**src/rtl/filter_pkt_arbiter_if.sv**
```systemverilog
// Stream bundle between the per-channel packet buffers, the arbiter and the
// first-stage filter. The arbiter takes the slave view; the buffer/filter side takes master.
interface filter_pkt_arbiter_if #(
  parameter int NUM_CH = 4,
  parameter int DWIDTH = 256
);
  localparam int EWIDTH = $clog2(DWIDTH / 8);

  logic [NUM_CH*DWIDTH-1:0] in_data;
  logic [NUM_CH-1:0]        in_valid;
  logic [NUM_CH-1:0]        in_sop;
  logic [NUM_CH-1:0]        in_eop;
  logic [NUM_CH*EWIDTH-1:0] in_empty;
  logic [NUM_CH-1:0]        in_pkt_avail;
  logic [NUM_CH-1:0]        in_ready;
  logic                     out_pause;
  logic [DWIDTH-1:0]        out_data;
  logic                     out_valid;
  logic                     out_sop;
  logic                     out_eop;
  logic [EWIDTH-1:0]        out_empty;

  modport slave (
    input  in_data, in_valid, in_sop, in_eop, in_empty, in_pkt_avail, out_pause,
    output in_ready, out_data, out_valid, out_sop, out_eop, out_empty
  );

  modport master (
    output in_data, in_valid, in_sop, in_eop, in_empty, in_pkt_avail, out_pause,
    input  in_ready, out_data, out_valid, out_sop, out_eop, out_empty
  );
endinterface

```
**src/rtl/filter_pkt_arbiter.sv**
```systemverilog
// Round-robin packet arbiter: grants one channel per whole packet and forwards its
// beats, registered, to the first-stage filter, repairing and flagging bad framing.
module filter_pkt_arbiter #(
  parameter int NUM_CH = 4,
  parameter int DWIDTH = 256
) (
  input  logic                                         clk,
  input  logic                                         rst,
  filter_pkt_arbiter_if.slave                          bus,
  output logic [((NUM_CH > 1) ? $clog2(NUM_CH) : 1)-1:0] cur_ch,
  output logic                                         busy,
  output logic                                         err_underrun,
  output logic                                         err_framing,
  output logic [31:0]                                  pkt_cnt
);
  localparam int CW     = (NUM_CH > 1) ? $clog2(NUM_CH) : 1;
  localparam int EWIDTH = $clog2(DWIDTH / 8);

  typedef enum logic {IDLE, STREAM} state_t;

  state_t            state_q, state_d;
  logic [CW-1:0]     rr_ptr_q;
  logic [CW-1:0]     grant_ch;
  logic [CW-1:0]     next_ptr;
  logic [CW:0]       cand;
  logic              grant_vld;
  logic              first_q;
  logic              accept;
  logic [DWIDTH-1:0] sel_data;
  logic              sel_valid, sel_sop, sel_eop;
  logic [EWIDTH-1:0] sel_empty;

  // Only the granted channel is ever looked at; everyone else is invisible.
  always_comb begin
    sel_data  = '0;
    sel_valid = 1'b0;
    sel_sop   = 1'b0;
    sel_eop   = 1'b0;
    sel_empty = '0;
    for (int i = 0; i < NUM_CH; i++) begin
      if (cur_ch == CW'(i)) begin
        sel_data  = bus.in_data[i*DWIDTH +: DWIDTH];
        sel_valid = bus.in_valid[i];
        sel_sop   = bus.in_sop[i];
        sel_eop   = bus.in_eop[i];
        sel_empty = bus.in_empty[i*EWIDTH +: EWIDTH];
      end
    end
  end

  always_comb begin
    grant_vld = 1'b0;
    grant_ch  = '0;
    cand      = '0;
    for (int k = 0; k < NUM_CH; k++) begin
      cand = {1'b0, rr_ptr_q} + (CW+1)'(k);
      if (cand >= (CW+1)'(NUM_CH)) cand = cand - (CW+1)'(NUM_CH);
      if (!grant_vld && bus.in_pkt_avail[cand[CW-1:0]]) begin
        grant_vld = 1'b1;
        grant_ch  = cand[CW-1:0];
      end
    end
  end

  always_ff @(posedge clk) begin
    if (rst) state_q <= IDLE;
    else     state_q <= state_d;
  end

  // Pause only gates packet starts; once streaming, the packet always runs to eop.
  always_comb begin
    state_d      = state_q;
    bus.in_ready = '0;
    accept       = 1'b0;
    busy         = 1'b0;
    case (state_q)
      IDLE: begin
        if (!bus.out_pause && grant_vld) state_d = STREAM;
      end
      STREAM: begin
        busy         = 1'b1;
        bus.in_ready = NUM_CH'(1) << cur_ch;
        accept       = sel_valid;
        if (accept && sel_eop) state_d = IDLE;
      end
      default: state_d = IDLE;
    endcase
  end

  assign next_ptr = (cur_ch == CW'(NUM_CH - 1)) ? '0 : cur_ch + 1'b1;

  always_ff @(posedge clk) begin
    if (rst) begin
      rr_ptr_q     <= '0;
      cur_ch       <= '0;
      first_q      <= 1'b0;
      pkt_cnt      <= '0;
      err_underrun <= 1'b0;
      err_framing  <= 1'b0;
    end else begin
      if (state_q == IDLE && state_d == STREAM) begin
        cur_ch  <= grant_ch;
        first_q <= 1'b1;
      end
      if (state_q == STREAM) begin
        if (!sel_valid) err_underrun <= 1'b1;
        if (accept) begin
          first_q <= 1'b0;
          if (first_q != sel_sop) err_framing <= 1'b1;
          if (sel_eop) begin
            rr_ptr_q <= next_ptr;
            pkt_cnt  <= pkt_cnt + 32'd1;
          end
        end
      end
    end
  end

  // sop on the output comes from grant position, not from the input flag.
  always_ff @(posedge clk) begin
    if (rst) begin
      bus.out_valid <= 1'b0;
      bus.out_sop   <= 1'b0;
      bus.out_eop   <= 1'b0;
      bus.out_empty <= '0;
    end else begin
      bus.out_valid <= accept;
      bus.out_sop   <= accept && first_q;
      bus.out_eop   <= accept && sel_eop;
      bus.out_empty <= (accept && sel_eop) ? sel_empty : '0;
    end
  end

  always_ff @(posedge clk) begin
    if (accept) bus.out_data <= sel_data;
  end
endmodule

```
**src/flat_wrapper.sv**
```systemverilog
// flat-port wrapper written by rule: the top's interface ports become plain ports
module filter_pkt_arbiter_flat 
#(
  parameter int NUM_CH = 4,
  parameter int DWIDTH = 256
)
  (clk, rst, cur_ch, busy, err_underrun, err_framing, pkt_cnt, bus_in_data, bus_in_valid, bus_in_sop, bus_in_eop, bus_in_empty, bus_in_pkt_avail, bus_out_pause, bus_in_ready, bus_out_data, bus_out_valid, bus_out_sop, bus_out_eop, bus_out_empty);
  filter_pkt_arbiter_if #(.NUM_CH(NUM_CH), .DWIDTH(DWIDTH)) bus_i ();
  input  logic clk;
  input  logic rst;
  output logic [((NUM_CH > 1) ? $clog2(NUM_CH) : 1)-1:0] cur_ch;
  output logic busy;
  output logic err_underrun;
  output logic err_framing;
  output logic [31:0] pkt_cnt;
  input wire logic [$bits(bus_i.in_data)-1:0] bus_in_data;
  input wire logic [$bits(bus_i.in_valid)-1:0] bus_in_valid;
  input wire logic [$bits(bus_i.in_sop)-1:0] bus_in_sop;
  input wire logic [$bits(bus_i.in_eop)-1:0] bus_in_eop;
  input wire logic [$bits(bus_i.in_empty)-1:0] bus_in_empty;
  input wire logic [$bits(bus_i.in_pkt_avail)-1:0] bus_in_pkt_avail;
  input wire logic [$bits(bus_i.out_pause)-1:0] bus_out_pause;
  output wire logic [$bits(bus_i.in_ready)-1:0] bus_in_ready;
  output wire logic [$bits(bus_i.out_data)-1:0] bus_out_data;
  output wire logic [$bits(bus_i.out_valid)-1:0] bus_out_valid;
  output wire logic [$bits(bus_i.out_sop)-1:0] bus_out_sop;
  output wire logic [$bits(bus_i.out_eop)-1:0] bus_out_eop;
  output wire logic [$bits(bus_i.out_empty)-1:0] bus_out_empty;
  assign bus_i.in_data = bus_in_data;
  assign bus_i.in_valid = bus_in_valid;
  assign bus_i.in_sop = bus_in_sop;
  assign bus_i.in_eop = bus_in_eop;
  assign bus_i.in_empty = bus_in_empty;
  assign bus_i.in_pkt_avail = bus_in_pkt_avail;
  assign bus_i.out_pause = bus_out_pause;
  assign bus_in_ready = bus_i.in_ready;
  assign bus_out_data = bus_i.out_data;
  assign bus_out_valid = bus_i.out_valid;
  assign bus_out_sop = bus_i.out_sop;
  assign bus_out_eop = bus_i.out_eop;
  assign bus_out_empty = bus_i.out_empty;
  filter_pkt_arbiter #(.NUM_CH(NUM_CH), .DWIDTH(DWIDTH)) u_core (.clk(clk), .rst(rst), .bus(bus_i), .cur_ch(cur_ch), .busy(busy), .err_underrun(err_underrun), .err_framing(err_framing), .pkt_cnt(pkt_cnt));
endmodule
```
**config.mk**
```make
export PLATFORM = sky130hd
export DESIGN_NAME = filter_pkt_arbiter_flat
export DESIGN_NICKNAME = d
export VERILOG_FILES = /design/src/rtl/filter_pkt_arbiter_if.sv /design/src/rtl/filter_pkt_arbiter.sv /design/src/flat_wrapper.sv
export SDC_FILE = /design/constraint.sdc
export NUM_CORES = 1
export LEC_CHECK = 0
export CAP_MARGIN = 5
export CORE_AREA = 2 2 527 529
export DETAILED_ROUTE_END_ITERATION = 16
export DIE_AREA = 0 0 529 531
export GPL_TIMING_DRIVEN = 0
export PLACE_DENSITY_LB_ADDON = 0.05
export SLEW_MARGIN = 30
export SYNTH_ARGS = -nofsm -noshare
export SYNTH_HDL_FRONTEND = slang
export SYNTH_SLANG_ARGS = --single-unit
export TNS_END_PERCENT = 10
```
**constraint.sdc**
```tcl
create_clock -name clk -period 8.4 [get_ports clk]
set_clock_uncertainty 0.05 [all_clocks]
set_input_delay 2.1 -clock clk [delete_from_list [all_inputs] [get_ports clk]]
set_output_delay 2.1 -clock clk [all_outputs]
set_load 0.02 [all_outputs]
```
==> flow_summary.toml <==
[outcome]
status = "finished, final reports clean"

[synth]
netlist_instances = 2007
netlist_area_um2 = 17200
synth.net_count = 3075
ys_ff_latch = 304
synth_ff_type = "edfxtp_1"
yosysWarnings = 0
synth_seq_area_share_pct = 50.3
async_flop_share_pct = 0
avgSynthCellArea_um2 = 8.57
ys_types = 45
synth_enable_flop_cells = 256

[worst_setup_path]
cp-end-kind = "primary output"
cp_top_family = "buffers and inverters"
cp.required_ns = 6.25
cp-start-kind = "flop"
critPathMaxStageDelay_ns = 0.64
critPathArrivalTime_ns = 3.91
cp_slowest_cell = "clkdlybuf4s50_1"
crit_fanout = 10
worstSetupPathType = "flop to primary output"
critical_path_buf_inv_count = 4
cp_cell_sequence = "ha_1, clkbuf_4, clkbuf_2, clkbuf_1, and2_1, clkdlybuf4s50_1"
r2r_slack_ns = 4.14

[clock_tree]
cts_sinks = 304
cts_buffers = 54
clockRootBuffer = "clkbuf_16"
post_cts_buffers = 0
hold_buffers = 0
cts_max_level = 2
cts_tree = "done"
clockBufferDepth = 3
clkTransAtPathRegs_ns = 0.05
clk_latency_ns = 0.71
postCtsResizedCells = 0

[placed_design]
place_area_um2 = 35800
dpl.hpwl_um = 177000
numPortBuffers = 1366
place_congestion = 0.772
dp.cells = 6993

[routing]
vias_per_cell = 3.13
first_pass_iters = 4
wl_um = 207000
via_count = 22300
drt_iter0_drc = 989
ant_nets = 0
drc = 0
wl_per_cell_um = 29.1

[timing]
worstMarginPinSlew_ns = 1.04
hold_viol = 0
min_period_ns = 6.06
setup_tns_ns = 0
hold_slack_ns = 0.441
rsz0062_at_grt = "false"
max_freq_mhz = 165
slew_headroom_pct = 29.7
drv_slew = 0
setup_viol = 0
period_share_pct = 72.1

[floorplanning]
ios = 1368
placementRows = 193
die_h_um = 531
die_area_um2 = 281000
coreArea_um2 = 275000
die_width_um = 529
start_util_pct = 6.25

[power]
total_power_w = 0.00573
power_density_nw_per_um2 = 153
peakVddDrop_mv = 0.170
p_leak_nw = 12.1

[global_routing]
grt_pass1_wl_um = 258000
antenna_found_initial = 112
track_usage_pct = 14.1
grt_max_degree = 62
grt_pass1_vias = 24400
overflow = 0

[final_layout]
stdcell_count = 7126
fin_nets = 4510
drive_gt1_share_pct = 3.87
area_growth_pct = 118
final_area_um2 = 37500

[flow_run]
max_cap_violations = 0

[min_path]
hold_class = "flop to flop"
## cell type report
class                   count  area [um^2]
fillers                 31500       238000
repair buffers           1379        14000
flip-flops and latches    304         8650
multi-input cells        1502         7780
well taps                3607         4510
clock buffers              76         1440
plain buffers             188          773
clock inverters            24          225
diodes                     33         82.6
inverters                  13         56.3
## state kept, by name (all words and copies together), names as in the netlist, 2 cells and up
| signal | flops |
|---|---|
| u_core.rr_ptr_q | 2 |
| u_core.cur_ch | 2 |
| u_core.pkt_cnt | 32 |
| u_core.bus.out_empty | 5 |
| u_core.bus.out_data | 256 |
## synth_stat cells, types with 12 or more instances
master / n / area share [%]
inv_1: 12 / 0.26
nand4_1: 13 / 0.47
buf_2: 23 / 0.67
edfxtp_1: 256 / 45
a22oi_1: 256 / 11
or4_1: 20 / 0.87
nand2_1: 272 / 5.9
clkbuf_1: 163 / 3.6
dfxtp_1: 48 / 5.6
a21oi_1: 295 / 8.6
nor2_1: 277 / 6.0
o31ai_1: 20 / 0.87
o21ai_0: 261 / 7.6
## layout by cell type (no fill, tap or decap), types with 4 or more instances in the layout
cell type | synthesis | final
a221oi_1 | 5 | 5
and3_1 | 4 | 4
nor2b_1 | 8 | 8
nor3_1 | 8 | 8
clkinv_1 | 0 | 11
inv_1 | 12 | 11
buf_16 | 0 | 8
or3_1 | 10 | 10
a22oi_1 | 256 | 256
o21ai_0 | 261 | 261
edfxtp_1 | 256 | 256
and2_1 | 6 | 6
buf_12 | 0 | 4
diode_2 | 0 | 33
clkdlybuf4s50_1 | 0 | 1366
a21oi_1 | 295 | 295
nand4_1 | 13 | 13
nand2_1 | 272 | 272
clkbuf_2 | 0 | 22
o21ai_1 | 4 | 4
ha_1 | 5 | 5
o31ai_1 | 20 | 20
or4_1 | 20 | 20
nand3_1 | 11 | 11
buf_2 | 23 | 23
clkinv_2 | 0 | 6
clkbuf_1 | 163 | 159
clkbuf_16 | 0 | 54
dfxtp_1 | 48 | 48
nor2_1 | 277 | 277
## report_power, final
group | switching, W | leakage (nW) | internal [W]
combinational | 0.000888 | 8.56 | 0.000761
sequential | 0.0000390 | 2.76 | 0.00178
clock | 0.000976 | 0.807 | 0.00129
## tightest hold or removal path, stage by stage (launching register included)
cell and delay (ns):
dfxtp_1 0.34, a21oi_1 0.05, nor2_1 0.07
## cells by family after synthesis
logic type | synth area share, %
and+or+nand+nor | 15.4
DFF | 50.3
buffers and inverters | 4.55
muxes | 0.116
xor gates and xnor gates | 0.102
adders and majority gates | 0.364
AOI/OAI and AO/OA | 29.2
## path summary, 6_finish.rpt
| check | from | to | cells past startpoint |
|---|---|---|---|
| hold reg to reg | u_core.err_underrun | u_core.err_underrun | 2 |
| setup / recovery | u_core.cur_ch[0] | bus_in_ready[1] | 6 |
| setup reg to reg | u_core.cur_ch[1] | u_core.bus.out_data[175] | 10 |
| hold / removal | u_core.err_underrun | u_core.err_underrun | 2 |
## metrics by stage
stage / setup slack (ns) / utilization (%)
after floorplan: 0.209 / -
final: 2.34 / 13.6
after global routing: 2.00 / 13.6
after global placement: -6.32 / 12.9
after detailed placement: 2.79 / 13.0
after CTS: 1.95 / 13.6
## metal layers
metal	global-route usage, %	up-vias	routed length [um]
met5	0	-	532
met4	5.27	92	8070
met1	14.3	10500	74500
met2	25.6	1094	105000
met3	5.58	286	18700
li1	-	10400	-
(Power assumes the default switching activity.)
